===== src/rtl/src_timing_gen.sv =====
// Raster timing source: walks an h/v counter over a blanked frame, reads the source
// frame RAM in raster order and presents sync, enable and pixel data 3 cycles behind the counter.
//
//   state | meaning
//   IDLE  | waiting for run; cfg latched and checked on the run sample
//   RUN   | h/v counter walking the frame, relatches cfg at the frame wrap
//   DRAIN | 3 cycles letting the read/data pipeline empty
module src_timing_gen #(
  parameter int HFRONT = 2,
  parameter int HSYNC  = 1,
  parameter int HBACK  = 2,
  parameter int VFRONT = 1,
  parameter int VSYNC  = 1,
  parameter int VBACK  = 1,
  parameter int DIM_W  = 12,
  parameter int ADDR_W = 22
) (
  input  logic              clk,
  input  logic              rst_n,
  input  logic              run,
  input  logic [DIM_W-1:0]  src_width,
  input  logic [DIM_W-1:0]  src_height,
  output logic              rd_en,
  output logic [ADDR_W-1:0] rd_addr,
  input  logic [7:0]        rd_R,
  input  logic [7:0]        rd_G,
  input  logic [7:0]        rd_B,
  output logic              hsync,
  output logic              vsync,
  output logic              data_enable,
  output logic [7:0]        cur_R,
  output logic [7:0]        cur_G,
  output logic [7:0]        cur_B,
  output logic              frame_start,
  output logic              frame_end,
  output logic              busy,
  output logic              cfg_err
);

  typedef enum logic [1:0] {IDLE, RUN, DRAIN} state_t;

  localparam logic [DIM_W-1:0] HS_BEG  = DIM_W'(HFRONT);
  localparam logic [DIM_W-1:0] HS_END  = DIM_W'(HFRONT + HSYNC);
  localparam logic [DIM_W-1:0] HA_BEG  = DIM_W'(HFRONT + HSYNC + HBACK);
  localparam logic [DIM_W-1:0] VS_BEG  = DIM_W'(VFRONT);
  localparam logic [DIM_W-1:0] VS_END  = DIM_W'(VFRONT + VSYNC);
  localparam logic [DIM_W-1:0] VA_BEG  = DIM_W'(VFRONT + VSYNC + VBACK);
  localparam logic [DIM_W:0]   H_BLK_M1 = (DIM_W+1)'(HFRONT + HSYNC + HBACK - 1);
  localparam logic [DIM_W:0]   V_BLK_M1 = (DIM_W+1)'(VFRONT + VSYNC + VBACK - 1);

  state_t            state, state_nx;
  logic [DIM_W-1:0]  h, h_nx, v, v_nx;
  logic [DIM_W-1:0]  w_q, w_nx, ht_q, ht_nx;
  logic              err_nx;
  logic [1:0]        drain_cnt, drain_nx;

  logic              h_wrap, v_wrap, cfg_bad;
  logic              in_run, hsync_c, vsync_c, active_c, origin_c, last_c;

  // Last-position compares are one bit wider so W/H near full scale cannot overflow.
  assign h_wrap  = ({1'b0, h} == ({1'b0, w_q} + H_BLK_M1));
  assign v_wrap  = ({1'b0, v} == ({1'b0, ht_q} + V_BLK_M1));
  assign cfg_bad = (src_width == '0) || (src_height == '0);

  assign in_run   = (state == RUN);
  assign hsync_c  = in_run && (h >= HS_BEG) && (h < HS_END);
  assign vsync_c  = in_run && (v >= VS_BEG) && (v < VS_END);
  assign active_c = in_run && (h >= HA_BEG) && (v >= VA_BEG);
  assign origin_c = in_run && (h == '0) && (v == '0);
  assign last_c   = in_run && h_wrap && v_wrap;

  always_comb begin
    state_nx = state;
    h_nx     = h;
    v_nx     = v;
    w_nx     = w_q;
    ht_nx    = ht_q;
    err_nx   = cfg_err;
    drain_nx = drain_cnt;
    case (state)
      IDLE: begin
        if (run) begin
          w_nx  = src_width;
          ht_nx = src_height;
          if (cfg_bad) begin
            err_nx = 1'b1;
          end else begin
            state_nx = RUN;
            h_nx     = '0;
            v_nx     = '0;
          end
        end
      end
      RUN: begin
        if (h_wrap) begin
          h_nx = '0;
          if (v_wrap) begin
            v_nx = '0;
            if (run && !cfg_bad) begin
              w_nx  = src_width;
              ht_nx = src_height;
            end else begin
              if (run) begin
                w_nx   = src_width;
                ht_nx  = src_height;
                err_nx = 1'b1;
              end
              state_nx = DRAIN;
              drain_nx = 2'd2;
            end
          end else begin
            v_nx = v + 1'b1;
          end
        end else begin
          h_nx = h + 1'b1;
        end
      end
      DRAIN: begin
        if (drain_cnt == 2'd0) state_nx = IDLE;
        else                   drain_nx = drain_cnt - 1'b1;
      end
      default: state_nx = IDLE;
    endcase
  end

  always_ff @(posedge clk or negedge rst_n) begin
    if (!rst_n) begin
      state     <= IDLE;
      h         <= '0;
      v         <= '0;
      w_q       <= '0;
      ht_q      <= '0;
      cfg_err   <= 1'b0;
      drain_cnt <= '0;
    end else begin
      state     <= state_nx;
      h         <= h_nx;
      v         <= v_nx;
      w_q       <= w_nx;
      ht_q      <= ht_nx;
      cfg_err   <= err_nx;
      drain_cnt <= drain_nx;
    end
  end

  assign busy = (state != IDLE);

  logic [ADDR_W-1:0] pix;
  logic hs_d1, vs_d1, fs_d1, fe_d1;
  logic hs_d2, vs_d2, fs_d2, fe_d2, de_d2;

  // Stage 1 issues the read, stage 2 waits on the RAM, stage 3 registers the pixel.
  always_ff @(posedge clk or negedge rst_n) begin
    if (!rst_n) begin
      pix         <= '0;
      rd_en       <= 1'b0;
      rd_addr     <= '0;
      hs_d1       <= 1'b0;
      vs_d1       <= 1'b0;
      fs_d1       <= 1'b0;
      fe_d1       <= 1'b0;
      hs_d2       <= 1'b0;
      vs_d2       <= 1'b0;
      fs_d2       <= 1'b0;
      fe_d2       <= 1'b0;
      de_d2       <= 1'b0;
      hsync       <= 1'b0;
      vsync       <= 1'b0;
      frame_start <= 1'b0;
      frame_end   <= 1'b0;
      data_enable <= 1'b0;
      cur_R       <= '0;
      cur_G       <= '0;
      cur_B       <= '0;
    end else begin
      if (origin_c)      pix <= '0;
      else if (active_c) pix <= pix + 1'b1;
      rd_en <= active_c;
      if (active_c) rd_addr <= pix;
      hs_d1 <= hsync_c;
      vs_d1 <= vsync_c;
      fs_d1 <= origin_c;
      fe_d1 <= last_c;

      hs_d2 <= hs_d1;
      vs_d2 <= vs_d1;
      fs_d2 <= fs_d1;
      fe_d2 <= fe_d1;
      de_d2 <= rd_en;

      hsync       <= hs_d2;
      vsync       <= vs_d2;
      frame_start <= fs_d2;
      frame_end   <= fe_d2;
      data_enable <= de_d2;
      cur_R       <= de_d2 ? rd_R : 8'h00;
      cur_G       <= de_d2 ? rd_G : 8'h00;
      cur_B       <= de_d2 ? rd_B : 8'h00;
    end
  end

endmodule

===== config.mk =====
export PLATFORM = sky130hd
export DESIGN_NAME = src_timing_gen
export DESIGN_NICKNAME = d
export VERILOG_FILES = /design/src/rtl/src_timing_gen.sv
export SDC_FILE = /design/constraint.sdc
export NUM_CORES = 1
export LEC_CHECK = 0
export CORE_MARGIN = 4
export CORE_UTILIZATION = 30
export DETAILED_ROUTE_END_ITERATION = 7
export SLEW_MARGIN = 20
export SYNTH_ARGS = -nofsm -noshare
export SYNTH_HDL_FRONTEND = slang
export SYNTH_SLANG_ARGS = --single-unit

===== constraint.sdc =====
create_clock -name clk -period 3.58 [get_ports clk]
set_input_delay 0.716 -clock clk [delete_from_list [all_inputs] [get_ports clk]]
set_output_delay 0.716 -clock clk [all_outputs]
set_load 0.03 [all_outputs]

==> impl_metrics.py <==
metrics = {
    "outcome": {
        "outcome": "finished, final reports clean",
    },
    "global_routing": {
        "global_router_s_overall_resource_usage_pct": 12.7,
        "maximum_number_of_pins_on_one_net_before_global_route_repair": 112,
        "grt_util_met3_pct": 2.98,
        "grt_use_met1_pct": 18.0,
        "grt_antenna_before_repair": 0,
        "grt_pass1_vias": 4895,
        "gr-max-usage-layer": "met2",
        "use_met2_pct": 19.3,
        "grt_pass1_wl_um": 25500,
        "gr-total-overflow": 0,
    },
    "floorplan": {
        "core_mm2": 0.0220,
        "chipWidth_um": 158,
        "starting_density_of_the_core_pct": 30.8,
        "std_cell_rows": 54,
        "pin_count": 105,
        "area_of_the_die_mm2": 0.0250,
        "die_h_um": 158,
    },
    "setup_path": {
        "critical_path.endpoint": "v[6]$_DFFE_PN0P_",
        "worst_ep_arrival_time_ns": 3.39,
        "crit_chain": "ha_1, xor2_1, nor4_1, o211ai_1, or4b_4, o31a_1, or3_4, o31ai_2",
        "critical_path_depth": 8,
        "worst_setup_path_start_kind": "flip-flop",
        "crit_family": "simple AND/OR/NAND/NOR gates",
        "timing.critical_path.required_ns": 3.91,
        "worstPathBufferInverterCount": 0,
        "slowest_delay_ns": 0.53,
        "regToRegSetupSlack_ns": 0.52,
        "crit-reg2reg-capture": "v[6]$_DFFE_PN0P_",
        "critical_path.endpoint_type": "flip-flop",
        "criticalPathCategory": "reg -> reg",
        "critical_path.slowest_cell": "sky130_fd_sc_hd__or4b_4",
        "crit_path_max_fanout": 7,
        "r2r.worst_path.cells": 8,
    },
    "synth": {
        "async_flop_share_pct": 100,
        "synth_seq_cells": 136,
        "ys.flop_type": "sky130_fd_sc_hd__dfrtp_1",
        "syn_inst": 662,
        "synth_enable_flop_cells": 0,
        "syn_avg_cell_area_um2": 10.2,
        "synth-warning-count": 0,
        "post_synth_instance_area_mm2": 0.00676,
        "post_synthesis_sequential_area_ratio_pct": 50.4,
        "mappedNetlistNets": 724,
        "synth.lib_cells_used.distinct": 67,
    },
    "sta": {
        "final_max_slew_viol_count": 0,
        "setup_total_negative_slack_ns": 0,
        "post_route_fraction_of_the_period_consumed_by_the_critical_path_pct": 85.5,
        "clock_period_minus_worst_slack_ns": 3.06,
        "worst-slew-pin-transition_ns": 0.876,
        "fmax_mhz": 327,
        "finalHoldViolations": 0,
        "timing.max_slew.rel_slack_pct": 41.6,
        "rsz0062_at_grt": "false",
        "setup-violations-final": 0,
        "clock-skew-final_ns": 0.00899,
    },
    "cts": {
        "worst_skew_pair.late_latency_ns": 0.42,
        "clkSinkCount": 136,
        "cts_buffers": 17,
        "cts_hold_buffers": 0,
        "cts_tree": "yes",
        "h-tree-depth": 4,
        "post_cts_buffers": 0,
        "path_clk_slew_ns": 0.06,
        "root_buffer": "sky130_fd_sc_hd__clkbuf_16",
        "cts_buffer_depth": 2,
        "cts_repair_resize_count": 0,
    },
    "place": {
        "placedCellCount": 1024,
        "gpl.final_weighted_congestion": 0.782,
        "dpl.hpwl_um": 10800,
        "placement.io_buffers": 104,
    },
    "routing": {
        "drtPass1Iterations": 4,
        "route.detailed.vias_per_inst": 4.79,
        "dr_total_vias": 5061,
        "final_antenna_net_count": 0,
        "post-route-drc-count": 0,
        "drt-wirelength-per-cell_um": 14.5,
        "drc_marker_count_from_the_first_detailed_route_iteration": 242,
        "totalWireLength_um": 15300,
    },
    "cells_and_area": {
        "final.fill_count": 2122,
        "antenna_cells": 0,
        "area_overhead_vs_synth_pct": 28.1,
        "final-seq-area_mm2": 0.00340,
        "final_layout_size_suffix_gt1_share_pct": 11.1,
        "multi_input_comb_area_mm2": 0.00314,
        "finish.cell_count_without_fillers": 1056,
        "fin_nets": 825,
    },
    "pwr": {
        "vdd_drop_max_uv": 351,
        "pwr_dens_mw_per_mm2": 595,
        "power_leakage_uw": 0.00383,
    },
    "run": {
        "cap_violations": 0,
    },
    "min_path": {
        "hold_path_class": "reg -> reg",
    },
}
==> worst register-to-register path, delay by kind of cell, from the launching register on <==
family	cells	cell delay, ns
xor gates and xnor gates	1	0.15
DFF	1	0.43
adders and majority gates	1	0.34
and+or+nand+nor	3	1.35
AOI/OAI and AO/OA	3	0.71
==> final cells by class <==
cell class              count  area share, %
multi-input cells         475           36.3
clock inverters            15           1.66
flip-flops and latches    136           39.3
clock buffers              17           4.91
repair buffers            115           13.0
inverters                  18          0.781
well taps                 280           4.05
==> power by group <==
group / switching, uW / internal (uW)
clock: 721 / 971
sequential: 271 / 1760
combinational: 778 / 647
total: 1770 / 3380
==> metrics by stage <==
step | area [um^2] | utilization [%] | hold slack (ns) | power [uW] | setup WS [ns]
after global placement | 8080 | 36.8 | 0.332 | 3470 | 0.581
final | 8660 | 39.4 | 0.344 | 5150 | 0.521
after detailed placement | 8080 | 36.8 | 0.336 | 3490 | 0.510
after CTS | 8650 | 39.4 | 0.348 | 5220 | 0.517
after global routing | 8660 | 39.4 | 0.359 | 5470 | 0.290
after floorplan | 6760 | - | 0.331 | 2970 | 0.823
==> routing by layer <==
metal,vias to the layer above,wire [um],part of all wire (%)
met5,-,0,0
met4,0,155,1.0
met3,11,878,5.7
met2,141,6890,45
met1,2397,7350,48
li1,2512,-,-
==> cells by family (layout without fill, tap and decap cells) <==
| family | count (synthesis) | in the layout | synth area share [%] |
|---|---|---|---|
| flops | 136 | 136 | 50.4 |
| xor+xnor | 54 | 54 | 7.00 |
| compound gates | 90 | 90 | 9.54 |
| buf+inv | 51 | 165 | 3.39 |
| simple gates | 293 | 293 | 22.1 |
| fa+ha+maj | 11 | 11 | 2.04 |
| mux | 27 | 27 | 5.57 |
==> synthesized netlist by cell type (all sizes together), types with 12 or more instances <==
cell / n / area share (%)
nand4: 12 / 1.1
xor2: 28 / 3.6
clkbuf: 19 / 1.1
nand3: 22 / 1.7
dfrtp: 136 / 50
mux2: 25 / 5.3
nor2: 44 / 2.4
xnor2: 26 / 3.4
or3: 13 / 1.3
a21oi: 16 / 1.2
inv: 18 / 1.0
buf: 14 / 1.3
nor3: 13 / 1.0
nand2: 99 / 5.5
and2: 26 / 2.4
o21ai: 18 / 1.3
nor4: 15 / 1.4
==> worst min-delay path by stage <==
stage,startpoint,slack (ns),to,cells after the start
after CTS,fs_d2$_DFF_PN0_,0.35,frame_start$_DFF_PN0_,0
final,fs_d2$_DFF_PN0_,0.34,frame_start$_DFF_PN0_,0
after global routing,fs_d2$_DFF_PN0_,0.36,frame_start$_DFF_PN0_,0
after floorplan,fe_d1$_DFF_PN0_,0.33,fe_d2$_DFF_PN0_,0
after global placement,fe_d1$_DFF_PN0_,0.33,fe_d2$_DFF_PN0_,0
after detailed placement,fs_d2$_DFF_PN0_,0.34,frame_start$_DFF_PN0_,0
==> cell usage in the layout (no fill, tap or decap), types with 12 or more instances in the layout <==
master	n
sky130_fd_sc_hd__and2_1	26
sky130_fd_sc_hd__inv_1	18
sky130_fd_sc_hd__nand4_1	12
sky130_fd_sc_hd__a21oi_1	16
sky130_fd_sc_hd__nand3_1	21
sky130_fd_sc_hd__or3_1	12
sky130_fd_sc_hd__mux2_4	20
sky130_fd_sc_hd__xnor2_1	26
sky130_fd_sc_hd__xor2_1	28
sky130_fd_sc_hd__nor4_1	15
sky130_fd_sc_hd__dfrtp_1	136
sky130_fd_sc_hd__nor2_1	44
sky130_fd_sc_hd__clkbuf_16	17
sky130_fd_sc_hd__nand2_1	99
sky130_fd_sc_hd__clkdlybuf4s50_1	103
sky130_fd_sc_hd__o21ai_0	13
(Power assumes the default switching activity.)
==> edit 1: new RTL, same settings <==
Re-encode `state_t` (3 states) as one-hot, 3 bits wide.
--- a/src/rtl/src_timing_gen.sv
+++ b/src/rtl/src_timing_gen.sv
@@ -37,7 +37,7 @@
   output logic              cfg_err
 );
 
-  typedef enum logic [1:0] {IDLE, RUN, DRAIN} state_t;
+  typedef enum logic [2:0] {IDLE = 3'b001, RUN = 3'b010, DRAIN = 3'b100} state_t;
 
   localparam logic [DIM_W-1:0] HS_BEG  = DIM_W'(HFRONT);
   localparam logic [DIM_W-1:0] HS_END  = DIM_W'(HFRONT + HSYNC);
Check against the original RTL: no difference found for any inputs over 10 cycles, from zero or initial values and one cycle with rst_n low; not proved beyond that.
==> edit 1 against the original RTL <==
- area after synthesis decreased by 1.9%
- non-clock buffer count down 3
- power up 1.8%
- design area down 1.6%
- maximum frequency decreased by 3.9%
- synthesized cell count decreased by 4.4%
- clock skew rose by 0.0027 ns
- sequential cell count grew 1
- worst setup slack got worse by 0.13 ns
- routed wire length down 4.4%
- highest routed layer unchanged
==> edit 1: results (changes against the original RTL) <==
[run_status]
status=complete, no violations

[logic_synthesis]
ys_warn_count=0  ; unchanged
synth_compound_area_frac=0.08856  ; -0.006813
synth_nets=695  ; -4.0%
synth_adder_area_share=0.02077  ; +0.0004000
synth_commonest_cells=136 x dfrtp_1, 85 x nand2_1, 39 x nor2_1
async_reset_ff_frac=1.000  ; unchanged
yosysSeqAreaShare=0.5176  ; +0.01386
synthCells=633  ; -4.4%
yosys-top-cells-area=dfrtp_1 51%, nand2_1 4.8%, mux2_4 4.5%
synth.distinct_cells=60  ; -10%
synthMuxAreaShare=0.05702  ; +0.001283
synth-xor-area-share=0.06080  ; -0.009199

[clock_tree]
cts_root_buf=clkbuf_16
clk-insertion-delay-late_ns=0.42  ; about the same
cts_max_level=4  ; unchanged
clock_path_buffers=2  ; unchanged
cts_buffers=17  ; unchanged
cts_resized=0  ; unchanged
cts_setup_buffers=0  ; unchanged
clkTransAtPathRegs_ns=0.06  ; about the same

[power]
ir_worst_vdd_v=0.0003789  ; +7.8%
power_switching_mw=1.759  ; -0.60%
leakagePower_nw=3.815  ; -0.31%

[placed_design]
dp.cells=1000  ; -2.3%
port_buffers=104  ; unchanged
dp_hpwl_mm=10.54  ; -2.2%
place_congestion=0.8026  ; +2.6%

[global_routing]
antenna_found_initial=0  ; unchanged
grt_pass1_vias=4696  ; -4.1%
grt_max_degree=68  ; -39%
grt_usage=0.1241  ; -0.003161
grt_pass1_wl_mm=24.55  ; -3.6%

[setup_path]
worstPathArrival_ns=3.54  ; +0.15 ns
rrSetupSlack_ns=0.40  ; -0.13 ns
path_max_fanout=20  ; +13
crit_slowest_cell=nor2b_1
cp_top_family=simple AND/OR/NAND/NOR gates
critical-path-max-stage-delay_ns=0.76  ; +0.23 ns

[final_layout]
drive_above_1_share=0.1077  ; -0.003112
n_antenna_cell=0  ; unchanged
nNetsFinal=801  ; -2.9%

[worst_hold_path]
hold_path.class=in -> async

[detailed_routing]
wl_per_cell_um=14.14  ; -2.2%
drt-initial-drc-count=252  ; +4.1%
drt-pass1-iter-count=4  ; unchanged
viasPerCell=4.814  ; +0.45%
routed_wl_mm=14.60  ; -4.4%

[sta]
finClkSkew_ns=0.01167  ; +0.002677 ns
max-slew-margin-rel=0.4108  ; -0.005223
hold_viol_final=0  ; unchanged

[edit 1: stage by stage]
| stage | worst slack [ns] | hold WS [ns] | power (mW) | cell area [sq um] |
|---|---|---|---|---|
| after global placement | 0.3612 | 0.3321 | 3.588 | 7954 |
| after floorplan | 0.6502 | 0.3312 | 3.187 | 6626 |
| final | 0.3957 | 0.2748 | 5.248 | 8519 |
| after global routing | 0.2324 | 0.3194 | 5.572 | 8519 |
| after CTS | 0.4300 | 0.3071 | 5.305 | 8519 |
| after detailed placement | 0.2843 | 0.3347 | 3.591 | 7954 |
[edit 1: final cells by class]
cell class / count / area, sq um
Sequential cell: 137 / 3430
Timing Repair Buffer: 112 / 1115
Multi-Input combinational cell: 449 / 2977
Inverter: 22 / 82.58
Fill cell: 2167 / 13240
Clock inverter: 15 / 140.1
Tap cell: 280 / 350.3
Clock buffer: 17 / 425.4
[edit 1: worst paths after layout]
check                           startpoint     endpoint  cells after the start
worst max-delay path             flip-flop         v[0]                      8
worst min-delay path                 rst_n  rd_addr[16]                      1
worst max register to register   flip-flop         v[0]                      8
worst min register to register       hs_d2        hsync                      0
max in group asynchronous            rst_n        vs_d2                      2
min in group clk                     hs_d2        hsync                      0
[edit 1: power by group through the flow]
stage,clock (mW),sequential [mW],combinational (mW)
global route,1.81,2.17,1.60
floorplan,0,2.02,1.16
detailed placement,0,2.14,1.45
global placement,0,2.15,1.44
CTS,1.73,2.12,1.46
finish,1.68,2.12,1.45
[edit 1: kinds of logic after synthesis]
family | count (synthesis)
adders and majority gates | 11
AOI/OAI and AO/OA | 84
xor gates and xnor gates | 46
buffers and inverters | 47
muxes | 27
DFF | 137
and+or+nand+nor | 281
[edit 1: per-layer routing]
metal | GRT usage | vias up | part of all wire
li1 | - | 2426 | -
met1 | 0.1827 | 2372 | 0.51
met2 | 0.1785 | 158 | 0.42
met3 | 0.03042 | 12 | 0.059
met4 | 0.04091 | 0 | 0.012
met5 | 0 | - | 0
==> edit 2: new RTL, same settings <==
Without the edit above. Change the parameter `DIM_W` from 12 to 18.
--- a/src/rtl/src_timing_gen.sv
+++ b/src/rtl/src_timing_gen.sv
@@ -12,7 +12,7 @@
   parameter int VFRONT = 1,
   parameter int VSYNC  = 1,
   parameter int VBACK  = 1,
-  parameter int DIM_W  = 12,
+  parameter int DIM_W  = 18,
   parameter int ADDR_W = 22
 ) (
   input  logic              clk,
Ports: changed (resized src_height and src_width); port bits go from 105 to 117. No check against the original RTL was run, so the function may have changed too.
==> edit 2 against the original RTL <==
- routed wire length rose by 35%
- worst hold slack worse by 0.031 ns
- power increased by 21%
- area after synthesis grew 26%
- design area increased by 23%
- die area is 24% higher
- sequential cell count grew 24
- via count increased by 33%
- worst setup slack worse by 0.19 ns
- largest power group unchanged
==> edit 2: results (changes against the original RTL) <==
[final_layout]
inv_count=28  ; +10
multi_input_area_sq_um=4103  ; +31%
signal_buffers=134  ; +17%
seq_area_sq_um=4004  ; +18%
multi_input_gates=613  ; +29%
nNetsFinal=1030  ; +25%
clk_share=0.06039  ; -0.005385
fillers=2764  ; +30%

[placed_design]
dp_hpwl_mm=14.80  ; +37%
port_buffers=116  ; +12%
place_ws_ns=0.3068  ; -0.2030 ns

[logic_synthesis]
synth_adder_area_share=0.01917  ; -0.001202
yosys-top-cells-area=dfrtp_1 47%, mux2_4 5.3%, nand2_1 5.1%
synth_compound_area_frac=0.09304  ; -0.002330
synthMuxAreaShare=0.06694  ; +0.01120
synth_nets=927  ; +28%
synth-xor-area-share=0.06606  ; -0.003943
synth_commonest_cells=160 x dfrtp_1, 116 x nand2_1, 53 x nand3_1
synth.avg_cell_area_sq_um=9.971  ; -2.3%

[global_routing]
grt_max_degree=75  ; -33%
grt_usage=0.1323  ; +0.005040
met3_usage=0.02570  ; -0.004102
grt_pass1_vias=6570  ; +34%
use_met1=0.1835  ; +0.003843
grt_util_met2=0.2072  ; +0.01470

[setup_path]
reg2reg_depth=10  ; +2
path_max_fanout=18  ; +11
cp_top_family=compound AO/OA/AOI/OAI gates
rrSetupSlack_ns=0.33  ; -0.19 ns
worstPathArrival_ns=3.56  ; +0.17 ns

[detailed_routing]
viasPerCell=4.993  ; +4.2%
drt-initial-drc-count=416  ; +72%
wl_per_cell_um=15.37  ; +6.3%

[sta]
finClkSkew_ns=0.01350  ; +0.004507 ns

[power]
leakagePower_nw=4.474  ; +17%
ir_worst_vdd_v=0.0003204  ; -8.8%

[run_status]
status=complete, no violations

[edit 2: cell count changes in the layout (fill, tap and decap cells not counted), moves of 8 or more]
cell / before / now
o21ai_0: 13 / 24
and3_1: 9 / 17
dfrtp_1: 136 / 160
nand3_1: 21 / 53
mux2_4: 20 / 30
nand2b_1: 11 / 3
nor4_1: 15 / 28
nor3_1: 11 / 21
inv_1: 18 / 28
nand2_1: 99 / 116
a32oi_1: 0 / 12
clkdlybuf4s50_1: 103 / 115
[edit 2: where the power goes]
| part | internal [mW] | switching [mW] |
|---|---|---|
| logic | 0.815 | 0.943 |
| registers | 2.13 | 0.412 |
| clock network | 1.02 | 0.896 |
[edit 2: worst max-delay path by stage]
stage               from        end  slack, ns  depth (start not counted)
5_1_grt        flip-flop  flip-flop       0.14                         10
3_3_place_gp   flip-flop  flip-flop       0.39                         10
3_5_place_dp   flip-flop  flip-flop       0.31                         10
4_1_cts        flip-flop  flip-flop       0.31                         10
2_1_floorplan  flip-flop  flip-flop       0.66                         10
6_report       flip-flop  flip-flop       0.33                         10
[edit 2: worst reg2reg max path: cells and delay by family (launching register included)]
kind	cells	cell delay [ns]
AOI/OAI and AO/OA	5	1.21
DFF	1	0.46
and+or+nand+nor	2	0.44
buffers and inverters	1	0.36
muxes	1	0.34
adders and majority gates	1	0.33
[edit 2: stage by stage]
step / hold WS (ns) / cell area (sq um) / utilization
after floorplan: 0.3312 / 8486 / -
after global placement: 0.3329 / 10010 / 0.3592
after detailed placement: 0.3347 / 10010 / 0.3592
after CTS: 0.3447 / 10650 / 0.3823
after global routing: 0.3644 / 10650 / 0.3823
final: 0.3135 / 10650 / 0.3823
[edit 2: metal layers]
metal | part of all wire | wire (um)
met3 | 0.053 | 1103
met4 | 0.025 | 509
met2 | 0.45 | 9290
met5 | 0 | 0
met1 | 0.47 | 9776
